--- config.mk ---
export PLATFORM = sky130hd
export DESIGN_NAME = dmem_arbiter
export DESIGN_NICKNAME = d
export VERILOG_FILES = /design/src/rtl/dmem_arbiter.sv
export SDC_FILE = /design/constraint.sdc
export NUM_CORES = 1
export LEC_CHECK = 0
export ABC_AREA = 1
export ABC_CLOCK_PERIOD_IN_PS = 2200
export BUFFER_PORTS_ARGS = -buffer_cell sky130_fd_sc_hd__buf_4
export CAP_MARGIN = 20
export CORE_AREA = 5 5 103 105
export DETAILED_ROUTE_END_ITERATION = 10
export DIE_AREA = 0 0 108 110
export PLACE_DENSITY = 0.79
export SLEW_MARGIN = 10
export SYNTH_ARGS = -nofsm -noshare
export SYNTH_HDL_FRONTEND = slang
export SYNTH_SLANG_ARGS = --single-unit
export TNS_END_PERCENT = 10
--- constraint.sdc ---
create_clock -name clk -period 2.2 [get_ports clk]
set_input_delay 0 -clock clk [delete_from_list [all_inputs] [get_ports clk]]
set_output_delay 0 -clock clk [all_outputs]
set_load 0.1 [all_outputs]
--- src/rtl/dmem_arbiter.sv ---
// Data-memory arbiter: CPU (fixed priority, byte/half/word with alignment) vs debug word port.
// A starvation counter lets the debug port win once after STARVE_LIMIT consecutive denials.
module dmem_arbiter #(
  parameter int ADDR_W       = 14,
  parameter int STARVE_LIMIT = 8
) (
  input  logic              clk,
  input  logic              rst,
  input  logic              cpu_req,
  input  logic              cpu_we,
  input  logic [31:0]       cpu_addr,
  input  logic [1:0]        cpu_size,
  input  logic              cpu_unsigned,
  input  logic [31:0]       cpu_wdata,
  output logic              cpu_gnt,
  output logic              cpu_rvalid,
  output logic [31:0]       cpu_rdata,
  input  logic              dbg_req,
  input  logic              dbg_we,
  input  logic [ADDR_W-1:0] dbg_addr,
  input  logic [31:0]       dbg_wdata,
  output logic              dbg_gnt,
  output logic              dbg_rvalid,
  output logic [31:0]       dbg_rdata,
  output logic              mem_en,
  output logic [3:0]        mem_we,
  output logic [ADDR_W-1:0] mem_addr,
  output logic [31:0]       mem_wdata,
  input  logic [31:0]       mem_rdata,
  output logic              misaligned
);
  localparam int SC_W = $clog2(STARVE_LIMIT + 1);

  typedef struct packed {
    logic       vld;
    logic       dbg;
    logic [1:0] size;
    logic [1:0] off;
    logic       uns;
    logic       mis;
  } rsp_t;

  logic [SC_W-1:0] starve_cnt;
  rsp_t            rsp;
  logic            mis_q;
  logic            dbg_win, mis;
  logic [1:0]      off;
  logic [3:0]      cpu_mask;
  logic [31:0]     cpu_wd, shifted, ld_ext;
  logic            unused_addr;

  assign off         = cpu_addr[1:0];
  assign unused_addr = ^cpu_addr[31:ADDR_W+2];

  // Lane mask / replicated data; size 3 falls into the word branch.
  always_comb begin
    cpu_mask = 4'b0000;
    cpu_wd   = cpu_wdata;
    mis      = 1'b0;
    case (cpu_size)
      2'd0: begin
        cpu_mask = 4'b0001 << off;
        cpu_wd   = {4{cpu_wdata[7:0]}};
      end
      2'd1: begin
        cpu_wd = (off == 2'd1) ? {8'h00, cpu_wdata[15:0], 8'h00} : {2{cpu_wdata[15:0]}};
        case (off)
          2'd0:    cpu_mask = 4'b0011;
          2'd1:    cpu_mask = 4'b0110;
          2'd2:    cpu_mask = 4'b1100;
          default: mis      = 1'b1;
        endcase
      end
      default: begin
        mis      = (off != 2'd0);
        cpu_mask = mis ? 4'b0000 : 4'b1111;
      end
    endcase
  end

  assign dbg_win = dbg_req && (starve_cnt == SC_W'(STARVE_LIMIT));
  assign cpu_gnt = !rst && cpu_req && !dbg_win;
  assign dbg_gnt = !rst && dbg_req && !cpu_gnt;

  always_comb begin
    mem_en    = cpu_gnt || dbg_gnt;
    mem_addr  = dbg_gnt ? dbg_addr : cpu_addr[ADDR_W+1:2];
    mem_wdata = dbg_gnt ? dbg_wdata : cpu_wd;
    mem_we    = 4'b0000;
    if (cpu_gnt && cpu_we)      mem_we = cpu_mask;
    else if (dbg_gnt && dbg_we) mem_we = 4'b1111;
  end

  always_ff @(posedge clk) begin
    if (rst || !dbg_req || dbg_gnt)            starve_cnt <= '0;
    else if (starve_cnt != SC_W'(STARVE_LIMIT)) starve_cnt <= starve_cnt + SC_W'(1);
  end

  always_ff @(posedge clk) begin
    if (rst) begin
      rsp   <= '0;
      mis_q <= 1'b0;
    end else begin
      rsp.vld  <= (cpu_gnt && !cpu_we) || (dbg_gnt && !dbg_we);
      rsp.dbg  <= dbg_gnt;
      rsp.size <= cpu_size;
      rsp.off  <= off;
      rsp.uns  <= cpu_unsigned;
      rsp.mis  <= mis;
      mis_q    <= cpu_gnt && mis;
    end
  end

  // Gating with rst drops a response whose load was granted just before reset.
  always_comb begin
    shifted = mem_rdata >> {rsp.off, 3'b000};
    case (rsp.size)
      2'd0:    ld_ext = rsp.uns ? {24'h0, shifted[7:0]}  : {{24{shifted[7]}}, shifted[7:0]};
      2'd1:    ld_ext = rsp.uns ? {16'h0, shifted[15:0]} : {{16{shifted[15]}}, shifted[15:0]};
      default: ld_ext = shifted;
    endcase
    cpu_rvalid = rsp.vld && !rsp.dbg && !rst;
    dbg_rvalid = rsp.vld && rsp.dbg && !rst;
    cpu_rdata  = (cpu_rvalid && !rsp.mis) ? ld_ext : 32'h0;
    dbg_rdata  = dbg_rvalid ? mem_rdata : 32'h0;
    misaligned = mis_q && !rst;
  end
endmodule

==> summary by stage <==
Outcome
The flow ran to the end, and the final reports show no timing, DRC or antenna violations.

Worst hold path
Along the worst hold path, the cell count comes to 3. The type of the most critical hold path is input pin to flop.

Power and ir drop
The total leakage power is slightly above 3 nW. The sequential fraction of design power is 11.2%. The power density over the cells is approximately 420 nW/µm².

Per report_power, the clock group accounts for 9.0% of the total. The cell-internal power is 0.8397 mW. Combinational cells account for 79.9% of the total power.

Across the VDD grid, the largest voltage drop is 0.3963 mV. The switching component of the power is 1.437 mW. Of the total power, the share spent switching nets is a little over three fifths. The post-layout total power is 2.277 mW.

Timing
The final setup violation count is 0. The max-slew violation count is 0. Setup repair after global routing left no endpoint under its margin.

Dividing the final minimum period by the clock period gives 92.13%. The post-layout minimum cycle time is approximately 2 ns. The peak clock frequency supported by timing is 0.4934 GHz.

The final hold violation count is 0. The worst clock skew is 0.005599 ns. The worst pin sits at a relative slew slack of between 50% and 60%.

At the pin with the least slew margin, the transition time is roughly 0.6 ns.

Synthesis
The register area share after synthesis is under 10%. The total of warnings raised by yosys is 0. The largest total area in the synthesized netlist belongs to nand2_1.

The cell area after technology mapping is 3068 µm². Ranked by total cell area, the synthesized netlist is headed by nand2_1, nand3_1, nor2_1. Synthesis produced 611 cells. After synthesis, the netlist uses 28 different library cells. Of all flip-flops after synthesis, the portion carrying an async set or reset was 0%.

The most common cell in the synthesized netlist is nand2_1. The total of flip-flops plus latches after synthesis is 13. Among all flip-flop cells after synthesis, the most frequent one is dfxtp_1. Yosys mapped a number of flops with a built-in enable equal to 0. The synthesized area per cell is 5.021 µm². When the netlist entered floorplanning its net count stood at 770. By count the netlist is led by nand2_1, nor2_1, inv_1, nand3_1, o21ai_0. Summed over its instances, the top area cell type makes up 28.75% of the synthesized netlist area.

Setup path
The kind of critical path is flop to output pin. Data on the critical path is required at its endpoint by 2.20 ns. The type of element capturing the critical path is an output pin. The category of the worst setup path launch point is a flop.

The worst-path maximum fanout is 14. The worst-case reg-to-reg path depth is 7. The data arrival at the endpoint of the critical path is 2.03 ns.

Die
In this run the core area contains 36 standard-cell rows. The die is 110 µm tall. The starting utilization of the core area is 32.13%. The floorplan step defined a die boundary enclosing 11880 µm².

The area of the core is 9549 µm². From left edge to right edge, the die measures 108 µm. During I/O placement, the number of pins put on the boundary was 271.

Clock tree
The TritonCTS buffer count is 3. TritonCTS built the clock tree. The clock network latency to the later pin of the worst-skew pair is 0.24 ns. After clock tree synthesis, the clock-pin slew on the worst setup and hold paths is 0.05 ns. In this run the post-CTS setup repair buffer count came out at 0.

The tree built by TritonCTS fans out to 13 sinks. In this run the number of H-tree levels came out at 1. The library cell used as clock root buffer is clkbuf_8. The longest clock path from root to sink contains 2 buffers.

Run
Max-cap violations in this run came to 0.

Place
The cell area reported after detailed placement is ~5400 µm². Routability-driven placement finished with a final weighted congestion of 0.8121. After legalization and detailed placement, the total HPWL measured 11180 µm. During placement, the flow inserted port buffers numbering 254.

Detailed routing
Summed over all layers, the routed wires come to ~13000 µm. The via count of the routed design is 4654. Using the TritonRoute via totals, the vias-per-cell ratio works out to 4.744.

The average routed wire per standard cell is roughly 13 µm. After the first detailed-routing iteration, the DRC count stood at around 180. The first detailed-routing pass took 5 iterations. The DRC violations left is 0. The count of antenna-violating nets left after detailed routing is 0.

Global route
Entering global routing, the biggest net connects 33 pins. The number of antenna violations at the first check in global routing is 0. The via count of the first global-routing pass came to 4395. Across every metal layer, demand over resource in global routing totals 20.85%. The global-route wire length before repair is between 20000 and 25000 µm. Global routing finished with a remaining overflow of 0.

Cells and area
The repair_antennas step left the layout with diodes totalling 0. Registers take approximately 260 µm². The fraction of layout instances using a drive strength above 1 is ~44%. In the final layout, the multi-input gates occupy 2611 µm².

From synthesis to final layout, the design area changed by 77.49%. The fill cell total of the finished layout is 975. The finished cells cover 5445 µm².

The final layout net count is 1008.
## power groups by stage
stage                     logic [mW]  registers, mW  clock network [mW]
after CTS                       1.82          0.255               0.209
after detailed placement        1.82          0.259                   0
after global placement          1.81          0.259                   0
after global routing            1.92          0.256               0.222
final                           1.82          0.255               0.204
after floorplan                 1.35          0.256                   0
## layout make-up
cell class | count | share of cell area [%]
multi-input cells | 483 | 47.95
repair buffers | 270 | 37.87
well taps | 133 | 3.056
flip-flops and latches | 13 | 4.779
clock buffers | 4 | 0.8272
inverters | 78 | 5.515
## state kept, by name, summed over array words and instances, names as in the netlist
signal and count:
rsp 8, mis_q 1, starve_cnt 4
## layer usage
layer	vias up	routed length [µm]	GRT usage, %
met5	-	0	0
met1	2074	4994	24.62
met4	0	193	3.787
li1	2367	-	-
met2	192	6909	39.12
met3	21	1139	4.426
## cells by family after synthesis
| logic type | after synthesis | synth area share, % |
|---|---|---|
| adder cells (fa/ha/maj) | 8 | 3.263 |
| buffers and inverters | 115 | 17.70 |
| flip-flops | 13 | 8.483 |
| AND/OR/NAND/NOR | 413 | 57.91 |
| AO/OA/AOI/OAI | 60 | 12.07 |
| XOR/XNOR | 2 | 0.5711 |
## layout by cell type, fill, tap and decap left out, drive strengths merged
master / n
buf: 269
nand2: 249
nor2: 81
inv: 78
nand3: 65
o21ai: 28
a21oi: 25
dfxtp: 13
nand4: 9
nor3: 9
ha: 8
a211oi: 7
clkbuf: 4
xnor2: 2
dlygate4sd3: 1
## final timing paths
kind                                end                        from  slack [ns]
max                        mem_wdata[6]  starve_cnt[0]$_SDFFE_PP0P_        0.17
min                   rsp[4]$_SDFF_PP0_                 cpu_size[0]        0.01
max reg2reg           rsp[6]$_SDFF_PP0_  starve_cnt[0]$_SDFFE_PP0P_        0.75
min reg2reg  starve_cnt[0]$_SDFFE_PP0P_  starve_cnt[0]$_SDFFE_PP0P_        0.47
## through the flow
stage / setup TNS (ns) / std cells / utilization (%) / setup slack, ns / hold WS (ns)
after floorplan: -12.50 / 611 / - / -0.2701 / 0.1070
after global placement: 0 / 976 / 56.34 / 0.4052 / 0.2080
after detailed placement: 0 / 976 / 56.34 / 0.3764 / 0.2153
after CTS: 0 / 981 / 56.92 / 0.1129 / 0.01104
after global routing: 0 / 981 / 57.02 / 0.01141 / 0.02174
final: 0 / 981 / 57.02 / 0.1732 / 0.01042
## critical path: stages (launching register included)
cell and delay, ns:
dfxtp_1 0.33, inv_1 0.06, ha_1 0.16, nand4_1 0.11, nand2_2 0.13, nand2_1 0.15
inv_4 0.18, buf_4 0.22, nand2_1 0.06, nand2_1 0.09, buf_4 0.29
## timing repair
action                                  4_1_cts  5_1_grt
endpoints found under the hold margin         1        0
gates resized for setup                       0        3
hold buffers                                  1        0
endpoints found under the setup margin        0       21
No activity file was read; power rests on OpenSTA's default activity.
